$ cat config.mk
export PLATFORM = sky130hd
export DESIGN_NAME = fetch_unit
export DESIGN_NICKNAME = d
export VERILOG_FILES = /design/src/rtl/cpu_pkg.sv /design/src/rtl/fetch_fifo.sv /design/src/rtl/fetch_unit.sv
export SDC_FILE = /design/constraint.sdc
export NUM_CORES = 1
export LEC_CHECK = 0
export CAP_MARGIN = 20
export CORE_UTILIZATION = 66
export CTS_BUF_LIST = sky130_fd_sc_hd__clkbuf_16
export CTS_CLUSTER_SIZE = 25
export DETAILED_ROUTE_END_ITERATION = 12
export DONT_BUFFER_PORTS = 1
export GPL_ROUTABILITY_DRIVEN = 0
export PLACE_DENSITY_LB_ADDON = 0.12
export SKIP_LAST_GASP = 1
export SLEW_MARGIN = 20
export SYNTH_ARGS = -nofsm -noshare
export SYNTH_HDL_FRONTEND = slang
export SYNTH_HIERARCHICAL = 1
export SYNTH_SLANG_ARGS = --single-unit
$ cat constraint.sdc
create_clock -name clk -period 6.6 [get_ports clk]
set_input_delay 1.32 -clock clk [delete_from_list [all_inputs] [get_ports clk]]
set_output_delay 1.32 -clock clk [all_outputs]
set_load 0.01 [all_outputs]
$ cat src/rtl/cpu_pkg.sv
// cpu_pkg: definitions shared by the front end and decode.
//   XLEN          - datapath width.
//   NOP_INST      - canonical NOP (addi x0, x0, 0). The fetch unit emits it on
//                   an empty buffer and decode uses it when inserting bubbles.
//   fetch_entry_t - one fetch-buffer record: {pc, inst}.
//   pc_plus4      - sequential next PC, wrapping modulo 2^XLEN.
//   word_align    - clears the two byte-offset bits of an address.
package cpu_pkg;

    localparam int XLEN = 32;
    localparam logic [XLEN-1:0] NOP_INST = 32'h0000_0013;

    typedef struct packed {
        logic [XLEN-1:0] pc;
        logic [XLEN-1:0] inst;
    } fetch_entry_t;

    function automatic logic [XLEN-1:0] pc_plus4(input logic [XLEN-1:0] pc);
        return pc + 32'd4;
    endfunction

    function automatic logic [XLEN-1:0] word_align(input logic [XLEN-1:0] addr);
        return {addr[XLEN-1:2], 2'b00};
    endfunction

endpackage

$ cat src/rtl/fetch_fifo.sv
// fetch_fifo: small circular buffer of fetch_entry_t records.
// Ports:
//   clk, rst   - clock, synchronous active-high reset (empties the buffer)
//   push, din  - write din at the tail; ignored when full unless popping
//   pop        - drop the head; ignored when empty
//   flush      - empty the buffer this cycle; wins over push and pop
//   head       - current head record (valid only when !empty)
//   full, empty, count - occupancy status
// Read and write pointers wrap modulo DEPTH.
module fetch_fifo
    import cpu_pkg::*;
#(
    parameter int DEPTH = 2,
    parameter int CW    = $clog2(DEPTH + 1)
) (
    input  logic          clk,
    input  logic          rst,
    input  logic          push,
    input  fetch_entry_t  din,
    input  logic          pop,
    input  logic          flush,
    output fetch_entry_t  head,
    output logic          full,
    output logic          empty,
    output logic [CW-1:0] count
);

    localparam int AW = (DEPTH > 1) ? $clog2(DEPTH) : 1;
    localparam logic [AW-1:0] LAST = AW'(DEPTH - 1);

    fetch_entry_t  mem [DEPTH];
    logic [AW-1:0] wr_ptr;
    logic [AW-1:0] rd_ptr;
    logic [CW-1:0] cnt;
    logic          do_push;
    logic          do_pop;

    function automatic logic [AW-1:0] ptr_inc(input logic [AW-1:0] p);
        return (p == LAST) ? '0 : p + 1'b1;
    endfunction

    assign empty   = (cnt == '0);
    assign full    = (cnt == CW'(DEPTH));
    assign count   = cnt;
    assign head    = mem[rd_ptr];
    // A push into a full buffer is accepted only when the head leaves in the same cycle.
    assign do_pop  = pop && !empty;
    assign do_push = push && (!full || do_pop);

    always_ff @(posedge clk) begin
        if (rst || flush) begin
            wr_ptr <= '0;
            rd_ptr <= '0;
            cnt    <= '0;
        end else begin
            if (do_push) begin
                mem[wr_ptr] <= din;
                wr_ptr      <= ptr_inc(wr_ptr);
            end
            if (do_pop) begin
                rd_ptr <= ptr_inc(rd_ptr);
            end
            if (do_push && !do_pop) begin
                cnt <= cnt + 1'b1;
            end else if (do_pop && !do_push) begin
                cnt <= cnt - 1'b1;
            end
        end
    end

endmodule

$ cat src/rtl/fetch_unit.sv
// fetch_unit: instruction fetch front end with an in-order memory interface
// and a small decoupling buffer.
// Parameters: RESET_PC (first fetch address), FIFO_DEPTH (2 or 4).
// Ports:
//   clk, rst                    - clock, synchronous active-high reset
//   stall                       - decode holds the head instruction
//   jb, jb_target               - redirect from execute (wins over stall)
//   imem_req_valid/ready/addr   - request channel (valid/ready handshake)
//   imem_resp_valid/data        - in-order response channel, latency >= 1
//   pc_out, inst_out, inst_valid- head of the buffer (0 / NOP when empty)
//   fetch_bubble_cnt            - only with FETCH_PERF_CNT_EN defined:
//                                 saturating count of unstalled empty cycles
// Handshake: a request transfers on a cycle where imem_req_valid and
// imem_req_ready are both 1; valid never depends on ready. The head is
// consumed on a cycle where inst_valid=1, stall=0 and jb=0.
module fetch_unit
    import cpu_pkg::*;
#(
    parameter logic [31:0] RESET_PC   = 32'h0000_0000,
    parameter int          FIFO_DEPTH = 2
) (
    input  logic        clk,
    input  logic        rst,
    input  logic        stall,
    input  logic        jb,
    input  logic [31:0] jb_target,
    output logic        imem_req_valid,
    input  logic        imem_req_ready,
    output logic [31:0] imem_req_addr,
    input  logic        imem_resp_valid,
    input  logic [31:0] imem_resp_data,
    output logic [31:0] pc_out,
    output logic [31:0] inst_out,
`ifdef FETCH_PERF_CNT_EN
    output logic [31:0] fetch_bubble_cnt,
`endif
    output logic        inst_valid
);

    localparam int CW = $clog2(FIFO_DEPTH + 1);

    logic [31:0]   fetch_pc;
    logic [31:0]   resp_pc;     // PC that the next kept response belongs to
    logic [CW-1:0] in_flight;
    logic [CW-1:0] drop_cnt;
    logic [CW-1:0] fifo_count;
    logic          fifo_empty;
    logic          fifo_full;
    fetch_entry_t  fifo_head;
    fetch_entry_t  fifo_din;

    logic          req_fire;
    logic          resp_take;
    logic          resp_drop;
    logic          push;
    logic          pop;
    logic [CW:0]   occupancy;
    logic [CW-1:0] in_flight_dec;

    // Outstanding requests plus buffered entries never exceed the buffer, so a
    // response always has room even if decode stalls indefinitely.
    assign occupancy      = {1'b0, in_flight} + {1'b0, fifo_count};
    assign imem_req_valid = !rst && !jb && (occupancy < (CW + 1)'(FIFO_DEPTH));
    assign imem_req_addr  = fetch_pc;
    assign req_fire       = imem_req_valid && imem_req_ready;

    // A response with nothing outstanding is ignored so the counter cannot wrap.
    assign resp_take      = imem_resp_valid && (in_flight != '0);
    assign resp_drop      = resp_take && (drop_cnt != '0);
    assign in_flight_dec  = resp_take ? in_flight - 1'b1 : in_flight;

    assign push           = resp_take && !resp_drop && !jb;
    assign pop            = inst_valid && !stall && !jb;
    assign fifo_din       = '{pc: resp_pc, inst: imem_resp_data};

    assign inst_valid     = !rst && !fifo_empty;
    assign pc_out         = inst_valid ? fifo_head.pc   : 32'h0;
    assign inst_out       = inst_valid ? fifo_head.inst : NOP_INST;

    always_ff @(posedge clk) begin
        if (rst) begin
            fetch_pc  <= RESET_PC;
            resp_pc   <= RESET_PC;
            in_flight <= '0;
            drop_cnt  <= '0;
        end else if (jb) begin
            // Every request still outstanding after this cycle is stale.
            fetch_pc  <= word_align(jb_target);
            resp_pc   <= word_align(jb_target);
            in_flight <= in_flight_dec;
            drop_cnt  <= in_flight_dec;
        end else begin
            if (req_fire) begin
                fetch_pc <= pc_plus4(fetch_pc);
            end
            in_flight <= req_fire ? in_flight_dec + 1'b1 : in_flight_dec;
            if (resp_drop) begin
                drop_cnt <= drop_cnt - 1'b1;
            end
            if (push) begin
                resp_pc <= pc_plus4(resp_pc);
            end
        end
    end

    fetch_fifo #(
        .DEPTH (FIFO_DEPTH),
        .CW    (CW)
    ) u_fifo (
        .clk   (clk),
        .rst   (rst),
        .push  (push),
        .din   (fifo_din),
        .pop   (pop),
        .flush (jb),
        .head  (fifo_head),
        .full  (fifo_full),
        .empty (fifo_empty),
        .count (fifo_count)
    );

`ifdef FETCH_PERF_CNT_EN
    always_ff @(posedge clk) begin
        if (rst) begin
            fetch_bubble_cnt <= '0;
        end else if (!inst_valid && !stall && (fetch_bubble_cnt != 32'hFFFF_FFFF)) begin
            fetch_bubble_cnt <= fetch_bubble_cnt + 1'b1;
        end
    end
`endif

endmodule

Yosys cells after proc, flatten, opt, wreduce, memory -nomap -nowiden:

Memories as Yosys holds them, arrays and structs flattened. A register that Yosys moved wholly into a read port is not among the register bits.
Index checks and enable logic that the tools add are counted.

* bits in registers: 72
* RAM bits: 128
* input port bits: 70
* output and inout port bits: 98
* memories kept: 1

* add/sub/neg operators: 10
* magnitude comparators: 1
* equality and inequality tests: 1
* mux-type cells: 20
* reduce and logical (&&, ||, !) cells: 32

Memory list
* u_fifo.mem: depth 2, bits a word 64, read ports 1, clocked after memory_dff 1, write ports 1, line fetch_fifo.sv:31 `fetch_entry_t mem [DEPTH];`

Operator list (count)
* $mux W32: 6
* $add A32 B3 Y32 const B: 2
* $logic_and A1 B1 Y1: 14
* $mux W2: 7
* $reduce_bool A2 Y1: 6
* $logic_not A1 Y1: 8
* $mux W1: 7
* $sub A2 B1 Y2 const B: 3
* $add A2 B1 Y2 const B: 2
* $add A2 B2 Y3: 1
* $lt A3 B2 Y1 const B: 1
* $add A1 B1 Y1 const B: 2
* $eq A2 B2 Y1 const B: 1
* $logic_not A2 Y1: 1
* $logic_or A1 B1 Y1: 2
* $reduce_or A2 Y1: 1

Longest topological paths before layout:

* depth in word-level cells: 12
* mapped depth: 9
* mapped depth without buffers: 9

By module:

The synthesis kept the hierarchy.

By module, submodules not included
* fetch_fifo: times used 1, cells an instance 225, area an instance 4870.9 sq um
* fetch_unit: times used 1, cells an instance 584, area an instance 4541.9 sq um

Worst setup path after synthesis:

OpenSTA, ideal clock, no wires.

* path kind: in2reg
* start point: input jb
* end point: memory u_fifo/mem[1][0] (netlist name) (enable)
* setup time: 429 ps
* arrival time: 4062 ps
* setup slack: 2109 ps
* stages on the path: 6
* cell sequence: clkbuf_1 -> clkbuf_1 -> clkbuf_1 -> nor4_1 -> o21a_4 -> and3_1

* word-level cells in the longest chain between the ends: 8

RTL lines
* from (decl): line fetch_unit.sv:25 `input logic jb,`
* $logic_not A1 Y1: line fetch_unit.sv:73 `assign pop = inst_valid && !stall && !jb;`
* $logic_and A1 B1 Y1: line fetch_unit.sv:73
* named net pop: line fetch_unit.sv:56 `logic pop;`
* $logic_and A1 B1 Y1: line fetch_fifo.sv:47 `assign do_pop = pop && !empty;`
* $logic_or A1 B1 Y1: line fetch_fifo.sv:48 `assign do_push = push && (!full || do_pop);`
* $logic_and A1 B1 Y1: line fetch_fifo.sv:48
* named net u_fifo.do_push: line fetch_fifo.sv:35 `logic do_push;`
* $mux W1: line fetch_fifo.sv:56 `if (do_push) begin`
* $mux W1: line fetch_fifo.sv:51 `if (rst || flush) begin`
* $mux W1 (not written as such): line fetch_fifo.sv:57 `mem[wr_ptr] <= din;`
* to (decl): line fetch_fifo.sv:31

The timed path passes the listed nets, and every way through them passes these cells.

Final worst setup path:

* start point: input rst
* end point: output pc_out[6]

* word-level cells in the longest chain between the ends: 3

RTL lines
* from (decl): line fetch_unit.sv:23 `input logic rst,`
* $logic_not A1 Y1: line fetch_unit.sv:76 `assign inst_valid = !rst && !fifo_empty;`
* $logic_and A1 B1 Y1: line fetch_unit.sv:76
* $mux W32: line fetch_unit.sv:77 `assign pc_out = inst_valid ? fifo_head.pc : 32'h0;`
* to (decl): line fetch_unit.sv:32 `output logic [31:0] pc_out,`

Every way passes these cells.

==> run summary <==
die area: 14740 um2
GRT Util Overall: 28.11%
Lkg Pwr: 0.003297 uW
Initial Util: 67.78%
Worst Tran Pin Value: 958.8 ps
layout cells sized above 1: 15.23%
CTS Sinks: 197
placed instance count: 949
Mapped Area: 9409 um2
Pre-Repair DR Iteration Count: 5
drt drc: 0
remaining antenna violation count: 0
CTS root buf: clkbuf_16
clk buf depth: 2
Fmax: 270.5 MHz
final net count: 864
Max Slew Vio Count: 0
Crit path largest cell delay: 730 ps
# H-tree levels: 4
Tmin final: 3697 ps
first-pass GRT wire length: 31.78 mm
Post-CTS Repair Setup Buffers: 0
initial drt markers: 653
Cell Rows: 43
Final Hold Fails: 0
vias: 6471
CTS Buf Count: 17
hold_buf cts: 0
Setup Viol. Count Final: 0
area delta synth->final: 6.277%
CTS tree: built
Worst Path Buf+Inv: 0
Max Clock Skew: 8.865 ps
CP max-delay cell: nor2_4
setup TNS: 0 ps
post_cts resized: 0
cells after synthesis: 808
Max Cap Viol: 0
cells along the critical path: nor2_4 > and2_1
largest net degree at the start of global routing: 73
Setup CP Type: input port to output pin
syn avg cell area: 11.64 um2
clock-pin slew on the worst setup and hold paths: 60 ps
WL final: 20.42 mm
Crit. End Element: output pin
type of the tightest min-delay check: flop to flop
die height: 121.4 um
Vias per Instance: 6.596
Worst Path Max Fanout: 62
crit share post-route: 56.01%
Critical Path Source Type: input port
outcome: complete, no violations
relative slew slack: 35.93%
WL per Instance: 20.82 um
RSZ-0062 raised after global routing: no
HPWL after DPL: 13.54 mm
Worst VDD drop: 0.1855 mV
Final Instance Count excl. Fillers: 981
kind of cell adding the most delay to the critical path: simple AND/OR/NAND/NOR gates
I/O Buffers: 0
core area: 13880 um2
critical path required time: 5280 ps
Diodes inserted: 0
Die X: 121.4 um
Ys Warns: 6
GR Overflow Total: 0
Clock Latency Late Sink: 420 ps
PwrDens: 264.9 nW/um2
Worst Path Arrival: 2380 ps
vias in the first global route: 6114
initial antenna violation count: 0
IO Count: 168
## worst paths after layout
| path | from | end | slack, ps | cells past startpoint |
|---|---|---|---|---|
| min reg2reg | resp_pc[17] | u_fifo/mem[0][49] | 530 | 0 |
| max reg2reg | u_fifo/count[0] | imem_req_addr[28] | 3530 | 6 |
| max | rst | pc_out[6] | 2900 | 2 |
| min | resp_pc[17] | u_fifo/mem[0][49] | 530 | 0 |
## power by group
group          switching (uW)  internal (uW)
registers                69.2           1360
logic                     141           96.3
clock network             442            540
total                     652           2000
## flip-flops by register name (all words and copies together) (netlist names), named ones only
| register | flops |
|---|---|
| u_fifo/rd_ptr | 1 |
| in_flight | 2 |
| resp_pc | 30 |
| u_fifo/mem | 128 |
| u_fifo/wr_ptr | 1 |
| u_fifo/count | 2 |
| drop_cnt | 2 |
| imem_req_addr | 30 |
## per-stage QoR
| step | instance area (um2) | utilization [%] | hold WS, ps | total power (uW) | setup WS (ps) |
|---|---|---|---|---|---|
| after floorplan | 9428 | - | 420.2 | 1640 | 2109 |
| after global placement | 9435 | 67.97 | 495.4 | 1673 | 3002 |
| after detailed placement | 9435 | 67.97 | 518.5 | 1687 | 2876 |
| after CTS | 9991 | 71.98 | 529.1 | 2654 | 2874 |
| after global routing | 10000 | 72.04 | 542.4 | 2742 | 2750 |
| final | 10000 | 72.04 | 533.9 | 2649 | 2903 |
## area by class of cell
type / instances / area (um2)
clock inverters: 14 / 105.1
well taps: 180 / 225.2
multi-input cells: 541 / 3857
fillers: 990 / 3881
clock buffers: 18 / 450.4
inverters: 26 / 97.59
flip-flops and latches: 197 / 5226
repair buffers: 5 / 37.54
## metal layers
layer | vias to the layer above | global-route usage [%] | wire length [um]
met5 | - | 0 | 0
met2 | 316 | 44.11 | 9532
met4 | 0 | 10.65 | 354
li1 | 3035 | - | -
met1 | 3096 | 37.94 | 8719
met3 | 24 | 6.626 | 1815
## layout by cell type (no fill, tap or decap), types with 9 or more instances in the layout
cell / instances
nand2_1: 42
a211oi_1: 10
xnor2_1: 13
nand3_1: 18
a21boi_0: 11
or3_1: 17
or4_1: 9
mux2_2: 64
nor4_1: 17
and2_1: 66
dfxtp_1: 68
edfxtp_1: 128
inv_1: 27
and4_1: 20
nand4_1: 26
o211ai_1: 10
clkbuf_16: 18
a31oi_1: 16
nor2_1: 33
xor2_1: 9
and3_1: 9
a21oi_1: 19
nor3_1: 23
(Power assumes the default switching activity.)
